`config.mk`:
```
export PLATFORM = sky130hd
export DESIGN_NAME = vga_fb_pixel_fetch_flat
export DESIGN_NICKNAME = d
export VERILOG_FILES = /design/src/rtl/vga_fb_pixel_fetch_if.sv /design/src/rtl/vga_fb_pixel_fetch.sv /design/src/flat_wrapper.sv
export SDC_FILE = /design/constraint.sdc
export NUM_CORES = 1
export LEC_CHECK = 0
export CAP_MARGIN = 5
export CORE_MARGIN = 5
export CORE_UTILIZATION = 41
export DETAILED_ROUTE_END_ITERATION = 10
export HOLD_SLACK_MARGIN = 0.02
export PLACE_DENSITY = 0.77
export SKIP_LAST_GASP = 1
export SYNTH_ARGS = -nofsm -noshare
export SYNTH_HDL_FRONTEND = slang
export SYNTH_SLANG_ARGS = --single-unit
```
`constraint.sdc`:
```
create_clock -name clk_vga -period 1.95 [get_ports clk_vga]
set_input_delay 0.585 -clock clk_vga [delete_from_list [all_inputs] [get_ports clk_vga]]
set_output_delay 0.585 -clock clk_vga [all_outputs]
set_load 0.01 [all_outputs]
```
`src/rtl/vga_fb_pixel_fetch_if.sv`:
```
// Framebuffer read bus between the pixel fetch stage (master) and the BRAM (slave).
interface vga_fb_pixel_fetch_if #(
  parameter int unsigned ADDR_W = 17,
  parameter int unsigned PIX_W  = 8
);
  logic [ADDR_W-1:0] fb_addr;
  logic              fb_rd_en;
  logic [PIX_W-1:0]  fb_data;

  modport master (output fb_addr, output fb_rd_en, input fb_data);
  modport slave  (input fb_addr, input fb_rd_en, output fb_data);
endinterface

```
`src/rtl/vga_fb_pixel_fetch.sv`:
```
// Raster position -> 320x240 framebuffer address with 2x replication; syncs/enable delayed to match BRAM latency.
// Optional colour-bar test pattern under `VGA_TEST_PATTERN_EN (adds pattern_sel input).
module vga_fb_pixel_fetch #(
  parameter int unsigned IMG_W       = 320,
  parameter int unsigned IMG_H       = 240,
  parameter int unsigned ADDR_W      = 17,
  parameter int unsigned PIX_W       = 8,
  parameter int unsigned RAM_LATENCY = 2
) (
  input  logic       clk_vga,
  input  logic       reset,
  input  logic [9:0] h_count,
  input  logic [9:0] v_count,
  input  logic       hsync_in,
  input  logic       vsync_in,
  input  logic       de_in,
`ifdef VGA_TEST_PATTERN_EN
  input  logic       pattern_sel,
`endif
  vga_fb_pixel_fetch_if.master fb,
  output logic [3:0] vga_r,
  output logic [3:0] vga_g,
  output logic [3:0] vga_b,
  output logic       vga_hsync,
  output logic       vga_vsync,
  output logic       frame_done
);

  localparam int unsigned LAT = RAM_LATENCY + 2;
  // Delay-line stages ahead of the output register.
  localparam int unsigned DLY = LAT - 1;

  localparam logic [9:0] H_END      = 10'd799;
  localparam logic [9:0] V_END      = 10'd524;
  localparam logic [9:0] H_LAST_VIS = 10'(2 * IMG_W - 1);
  localparam logic [9:0] V_LAST_VIS = 10'(2 * IMG_H - 1);

  logic [ADDR_W-1:0] row_base_q, row_base_d;
  logic [ADDR_W-1:0] fb_addr_q, fb_addr_d;
  logic              fb_rd_en_q, fb_rd_en_d;
  logic              frame_done_q, frame_done_d;
  logic [DLY-1:0]    hs_dly_q, hs_dly_d;
  logic [DLY-1:0]    vs_dly_q, vs_dly_d;
  logic [DLY-1:0]    de_dly_q, de_dly_d;
  logic [3:0]        vga_r_q, vga_r_d;
  logic [3:0]        vga_g_q, vga_g_d;
  logic [3:0]        vga_b_q, vga_b_d;
  logic              vga_hsync_q, vga_hsync_d;
  logic              vga_vsync_q, vga_vsync_d;
  logic [3:0]        pix;
`ifdef VGA_TEST_PATTERN_EN
  logic [DLY-1:0][2:0] bar_dly_q, bar_dly_d;
  logic [DLY-1:0]      pat_dly_q, pat_dly_d;
`endif

  always_comb begin
    row_base_d = row_base_q;
    // Row base steps once per pair of lines, so no multiplier is needed.
    if (h_count == H_END) begin
      if (v_count == V_END) begin
        row_base_d = '0;
      end else if (v_count[0] && (v_count < V_LAST_VIS)) begin
        row_base_d = row_base_q + ADDR_W'(IMG_W);
      end
    end

    fb_rd_en_d   = de_in;
    fb_addr_d    = de_in ? (row_base_q + ADDR_W'(h_count[9:1])) : fb_addr_q;
    frame_done_d = (h_count == H_LAST_VIS) && (v_count == V_LAST_VIS);

    hs_dly_d    = hs_dly_q;
    vs_dly_d    = vs_dly_q;
    de_dly_d    = de_dly_q;
    hs_dly_d[0] = hsync_in;
    vs_dly_d[0] = vsync_in;
    de_dly_d[0] = de_in;
    for (int unsigned i = 1; i < DLY; i++) begin
      hs_dly_d[i] = hs_dly_q[i-1];
      vs_dly_d[i] = vs_dly_q[i-1];
      de_dly_d[i] = de_dly_q[i-1];
    end

    pix         = fb.fb_data[PIX_W-1 -: 4];
    vga_r_d     = de_dly_q[DLY-1] ? pix : '0;
    vga_g_d     = de_dly_q[DLY-1] ? pix : '0;
    vga_b_d     = de_dly_q[DLY-1] ? pix : '0;
    vga_hsync_d = hs_dly_q[DLY-1];
    vga_vsync_d = vs_dly_q[DLY-1];

`ifdef VGA_TEST_PATTERN_EN
    bar_dly_d    = bar_dly_q;
    pat_dly_d    = pat_dly_q;
    bar_dly_d[0] = h_count[8:6];
    pat_dly_d[0] = pattern_sel;
    for (int unsigned i = 1; i < DLY; i++) begin
      bar_dly_d[i] = bar_dly_q[i-1];
      pat_dly_d[i] = pat_dly_q[i-1];
    end
    if (de_dly_q[DLY-1] && pat_dly_q[DLY-1]) begin
      vga_r_d = {4{bar_dly_q[DLY-1][0]}};
      vga_g_d = {4{bar_dly_q[DLY-1][1]}};
      vga_b_d = {4{bar_dly_q[DLY-1][2]}};
    end
`endif
  end

  always_ff @(posedge clk_vga) begin
    if (reset) begin
      row_base_q   <= '0;
      fb_addr_q    <= '0;
      fb_rd_en_q   <= 1'b0;
      frame_done_q <= 1'b0;
      hs_dly_q     <= '1;
      vs_dly_q     <= '1;
      de_dly_q     <= '0;
      vga_r_q      <= '0;
      vga_g_q      <= '0;
      vga_b_q      <= '0;
      vga_hsync_q  <= 1'b1;
      vga_vsync_q  <= 1'b1;
`ifdef VGA_TEST_PATTERN_EN
      bar_dly_q    <= '0;
      pat_dly_q    <= '0;
`endif
    end else begin
      row_base_q   <= row_base_d;
      fb_addr_q    <= fb_addr_d;
      fb_rd_en_q   <= fb_rd_en_d;
      frame_done_q <= frame_done_d;
      hs_dly_q     <= hs_dly_d;
      vs_dly_q     <= vs_dly_d;
      de_dly_q     <= de_dly_d;
      vga_r_q      <= vga_r_d;
      vga_g_q      <= vga_g_d;
      vga_b_q      <= vga_b_d;
      vga_hsync_q  <= vga_hsync_d;
      vga_vsync_q  <= vga_vsync_d;
`ifdef VGA_TEST_PATTERN_EN
      bar_dly_q    <= bar_dly_d;
      pat_dly_q    <= pat_dly_d;
`endif
    end
  end

  assign fb.fb_addr  = fb_addr_q;
  assign fb.fb_rd_en = fb_rd_en_q;
  assign vga_r       = vga_r_q;
  assign vga_g       = vga_g_q;
  assign vga_b       = vga_b_q;
  assign vga_hsync   = vga_hsync_q;
  assign vga_vsync   = vga_vsync_q;
  assign frame_done  = frame_done_q;

endmodule

```
`src/flat_wrapper.sv`:
```
// flat-port wrapper written by rule: the top's interface ports become plain ports
module vga_fb_pixel_fetch_flat 
#(
  parameter int unsigned IMG_W       = 320,
  parameter int unsigned IMG_H       = 240,
  parameter int unsigned ADDR_W      = 17,
  parameter int unsigned PIX_W       = 8,
  parameter int unsigned RAM_LATENCY = 2
)
  (clk_vga, reset, h_count, v_count, hsync_in, vsync_in, de_in, vga_r, vga_g, vga_b, vga_hsync, vga_vsync, frame_done, fb_fb_addr, fb_fb_rd_en, fb_fb_data);
  vga_fb_pixel_fetch_if #(.ADDR_W(ADDR_W), .PIX_W(PIX_W)) fb_i ();
  input  logic clk_vga;
  input  logic reset;
  input  logic [9:0] h_count;
  input  logic [9:0] v_count;
  input  logic hsync_in;
  input  logic vsync_in;
  input  logic de_in;
  output logic [3:0] vga_r;
  output logic [3:0] vga_g;
  output logic [3:0] vga_b;
  output logic vga_hsync;
  output logic vga_vsync;
  output logic frame_done;
  output wire logic [$bits(fb_i.fb_addr)-1:0] fb_fb_addr;
  output wire logic [$bits(fb_i.fb_rd_en)-1:0] fb_fb_rd_en;
  input wire logic [$bits(fb_i.fb_data)-1:0] fb_fb_data;
  assign fb_fb_addr = fb_i.fb_addr;
  assign fb_fb_rd_en = fb_i.fb_rd_en;
  assign fb_i.fb_data = fb_fb_data;
  vga_fb_pixel_fetch #(.IMG_W(IMG_W), .IMG_H(IMG_H), .ADDR_W(ADDR_W), .PIX_W(PIX_W), .RAM_LATENCY(RAM_LATENCY)) u_core (.clk_vga(clk_vga), .reset(reset), .h_count(h_count), .v_count(v_count), .hsync_in(hsync_in), .vsync_in(vsync_in), .de_in(de_in), .fb(fb_i), .vga_r(vga_r), .vga_g(vga_g), .vga_b(vga_b), .vga_hsync(vga_hsync), .vga_vsync(vga_vsync), .frame_done(frame_done));
endmodule
```
Word-level counts from Yosys, hierarchy flattened

Index checks and enable logic that the tools add are counted.

Register bits: 51
Logic and storage cells: 25
Output and inout port bits: 33

Reductions and logical operators: 5
Magnitude comparators: 1
Bitwise logic cells: 1
Mux-type cells: 2
Equality and inequality tests: 4
Add/sub/neg operators: 2

Operators with widths:

| cell                                                                           | number |
|---|---|
| 17-bit 2-to-1 mux                                                              | 2 |
| 10-bit == test (second input constant)                                         | 3 |
| 17-bit by 9-bit adder with 17-bit output                                       | 1 |
| 17-bit by 9-bit adder with 17-bit output (second input constant)               | 1 |
| 10-bit by 9-bit == test with 1-bit output (second input constant)              | 1 |
| 10-bit by 9-bit less-than comparator with 1-bit output (second input constant) | 1 |
| 1-bit logical AND                                                              | 2 |
| 2-bit AND reduction                                                            | 1 |
| 2-bit nonzero test                                                             | 1 |
| 2-bit OR reduction                                                             | 1 |
| 1-bit NOT                                                                      | 1 |

Depth between registers and ports, before layout

Depth after elaboration: 4
Mapped depth: 7
Gate-level depth less buffers: 6

Worst setup path before layout

OpenSTA, ideal clock, no wires.

Path type: in2reg
Start point: in h_count[8]
End point: reg u_core.fb_addr_q[10], in the netlist u_core.fb.fb_addr[10]
Arrival time: 1.863 ns
Stages on the path: 7
Buffers on the path: 1
Data required time: 1.864 ns
Path slack: 0.002 ns
Cell sequence: ha_1 -> a21o_2 -> a21oi_1 -> buf_4 -> nor2_1 -> xnor2_1 -> a211oi_1

Longest elaborated chain between the ends: 1

Ends and longest elaborated chain:

| what                                     | RTL line                  | text |
|---|---|---|
| start: declaration                       | flat_wrapper.sv:14        | `input logic [9:0] h_count;` |
| 17-bit by 9-bit adder with 17-bit output | vga_fb_pixel_fetch.sv:68  | `fb_addr_d = de_in ? (row_base_q + ADDR_W'(h_count[9:1])) : fb_addr_q;` |
| end signal: assignment                   | vga_fb_pixel_fetch.sv:127 | `fb_addr_q <= fb_addr_d;` |
| end: declaration                         | vga_fb_pixel_fetch.sv:39  | `logic [ADDR_W-1:0] fb_addr_q, fb_addr_d;` |

No other way between the ends.
A chain may end at the register's enable or synchronous reset.

Worst setup path in the final report

Start point: in v_count[1]
End point: reg u_core.row_base_q[11]

Longest elaborated chain between the ends: 4
Elaborated cells between the ends (all ways): 6
Those cells by class: order compare: 1; eq/ne: 1; mux: 1; reduce/logical: 3

Ends and longest elaborated chain:

| what                                                   | RTL line                  | text |
|---|---|---|
| start: declaration                                     | flat_wrapper.sv:15        | `input logic [9:0] v_count;` |
| 10-bit by 9-bit less-than comparator with 1-bit output | vga_fb_pixel_fetch.sv:62  | `end else if (v_count[0] && (v_count < V_LAST_VIS)) begin` |
| 1-bit logical AND                                      | vga_fb_pixel_fetch.sv:62  |  |
| 2-bit nonzero test (no line)                           | --                        |  |
| 2-bit AND reduction (no line)                          | --                        |  |
| end signal: assignment                                 | vga_fb_pixel_fetch.sv:126 | `row_base_q <= row_base_d;` |
| end: declaration                                       | vga_fb_pixel_fetch.sv:38  | `logic [ADDR_W-1:0] row_base_q, row_base_d;` |

Several ways; a longest one is shown, not always the timed one.

==> flow_metrics.tcl <==
set metrics [dict create \
    h-tree-depth 2 \
    p_leak_nw 1.24 \
    final_layout_size_suffix_gt1_frac 0.292 \
    async_reset_ff_frac 0 \
    ys_ff_latch 44 \
    clock_path_buffers 2 \
    rsz0062_at_grt "yes" \
    wl_um 4790 \
    antenna_found_initial 0 \
    drc 0 \
    dp_hpwl_um 3350 \
    grt_usage 0.151 \
    core_area_mm2 0.00475 \
    cap_violations 0 \
    setup_violations 1 \
    rows 25 \
    die_w_um 80.2 \
    synth_nets 243 \
    clkLatencyLatePin_ns 0.29 \
    skew_ns 0.00626 \
    portBuffers 61 \
    rr_worst_depth 5 \
    dr_wl_met3_um 254 \
    violations "negative setup slack" \
    cts_hold_buffers 0 \
    yosys_warnings 0 \
    clock.fmax_ghz 0.510 \
    grt_max_degree 27 \
    worst_hold_slack_ns 0.410 \
    grt_pass1_wl_um 7740 \
    period_needed_ns 1.96 \
    hold_depth 1 \
    fin_ws_ns -0.00987 \
    pin_count 66 \
    worstPathArrival_ns 2.13 \
    maxSlewHeadroom 0.754 \
    crit_required_ns 2.12 \
    grt_pass1_vias 1777 \
    finalPower_mw 1.96 \
    ys_seq_area_frac 0.436 \
    diodes 0 \
    place_ws_ns -0.516 \
    gp_congestion 0.805 \
    dieArea_mm2 0.00643 \
    syn_area_mm2 0.00202 \
    finish.utilization 0.645 \
    status "finished, violations left" \
    synthFlopType "dfxtp_1" \
    drt-met1-wl_um 2040 \
    tightest_slew_ns 0.368 \
    initial_utilization 0.424 \
    synth_cell_type_count 45 \
    wl_met2_um 2430 \
    routed_via_density 5.06 \
    cts_made_buffers 5 \
    timing_hold_violations_final 0 \
    syn_avg_cell_area_um2 9.80 \
    final_antenna_net_count 0 \
    vias 1796 \
    dr.max_layer_used "met4" \
    clkTransAtPathRegs_ns 0.07 \
    synth-edff-count 0 \
    syn_to_final_growth_pct 52.0 \
    slew_viol_final 0 \
    drt_iter0_drc 115 \
    criticalPathCategory "primary input to flip-flop" \
    finalCritPeriodShare 1.01 \
    cts_sinks 44 \
    fp.dieH_um 80.2 \
    nNetsFinal 324 \
    p_per_area_mw_per_mm2 640 \
    overflow 0 \
    cts_root_buf "clkbuf_8" \
    synth_cells 206 \
    cts_tree "yes" \
    cp_max_fo 8 \
    first_pass_iters 6 \
    crit_path_end_kind "flip-flop" \
    hp-class "flip-flop to flip-flop" \
    wl_per_cell_um 13.5 \
    vdd_drop_max_mv 0.389 \
    cp-start-kind "primary input" \
]
-- critical path, cell delays in order --
cell     delay [ns]
buf_6          0.09
or4_4          0.55
o41ai_4        0.38
buf_6          0.17
a31oi_1        0.04
o21ai_1        0.21
o31ai_2        0.10
-- state kept, by name, summed over array words and instances, names as in the netlist --
| signal | flops |
|---|---|
| u_core.de_dly_q | 3 |
| u_core.fb.fb_addr | 17 |
| u_core.frame_done | 1 |
| u_core.hs_dly_q | 3 |
| u_core.row_base_q | 11 |
| u_core.vga_hsync | 1 |
| u_core.vga_r | 4 |
| u_core.vga_vsync | 1 |
| u_core.vs_dly_q | 3 |
-- metal layers --
metal	up-vias	GRT usage
met5	-	0
met4	0	0.0338
met3	6	0.0448
met2	47	0.269
met1	844	0.176
li1	899	-
-- power breakdown --
group          total (mW)  switching (mW)  internal [mW]
Combinational       0.275           0.119          0.156
Sequential          0.944          0.0136          0.930
Clock               0.745           0.293          0.452
-- cells by family (layout without fill, tap and decap cells) --
| group | count (synthesis) | after routing | share of synthesized area |
|---|---|---|---|
| AND/OR/NAND/NOR | 74 | 74 | 0.218 |
| AO/OA/AOI/OAI | 50 | 50 | 0.178 |
| flip-flops | 44 | 44 | 0.436 |
| buffers and inverters | 21 | 103 | 0.0812 |
| multiplexers | 9 | 9 | 0.0446 |
| adder cells (fa/ha/maj) | 4 | 4 | 0.0248 |
| XOR/XNOR | 4 | 4 | 0.0174 |
-- through the flow --
stage          TNS (ns)  cell area, µm²  std cells
6_report       -0.00987            3070        355
3_5_place_dp      -8.79            2770        342
3_3_place_gp      -7.89            2770        342
4_1_cts               0            2960        353
2_1_floorplan         0            2020        206
5_1_grt          -0.103            3070        355
-- Yosys cell counts, drive strengths merged, types with 5 or more instances --
library cell,instances,area (µm²)
a211oi,5,37.5
a21oi,8,51.3
a311oi,6,52.6
buf,11,86.3
clkbuf,7,66.3
dfxtp,44,881
mux2i,9,90.1
nand2,5,21.3
nor2,24,90.1
o21ai,15,75.1
o31ai,8,60.1
or2,8,50.1
or3,8,56.3
-- final cells by class --
class / count / area [µm²]
Clock buffer: 7 / 96.3
Timing Repair Buffer: 92 / 858
Clock inverter: 1 / 30.0
Inverter: 3 / 11.3
Tap cell: 67 / 83.8
Sequential cell: 44 / 881
Fill cell: 415 / 1690
Multi-Input combinational cell: 141 / 1110
-- path summary, 6_finish.rpt --
| check | from | to | slack, ns |
|---|---|---|---|
| max | v_count[1] | u_core.row_base_q[11] | -0.01 |
| min | u_core.hs_dly_q[2] | u_core.vga_hsync | 0.41 |
| max reg2reg | u_core.row_base_q[10] | u_core.fb.fb_addr[16] | 0.17 |
| min reg2reg | u_core.hs_dly_q[2] | u_core.vga_hsync | 0.41 |
-- cells in the final DEF (no fill, tap or decap), drive strengths merged, types with 2 or more instances in the layout --
master / n
clkbuf: 7
a311oi: 6
dlygate4sd2: 7
a211oi: 5
nor2: 24
o41ai: 2
xnor2: 3
buf: 35
nand4b: 2
o21ai: 15
and4: 3
or2: 8
dfxtp: 44
and3: 3
nor3: 3
nand3: 4
o31ai: 8
mux2i: 9
a21oi: 8
or3: 8
ha: 4
and2: 4
nand2: 5
inv: 3
clkdlybuf4s50: 44
nor2b: 4
dlymetal6s2s: 6
a31oi: 3
-- what timing repair did --
| action | CTS | global route |
|---|---|---|
| buffers inserted | 2 | 2 |
| gates resized for setup | 37 | 30 |
| pin swaps | 12 | 12 |
| cloned | 1 | 0 |
| setup endpoints to repair | 19 | 11 |
Note: power is estimated with default switching activity, not from simulation.
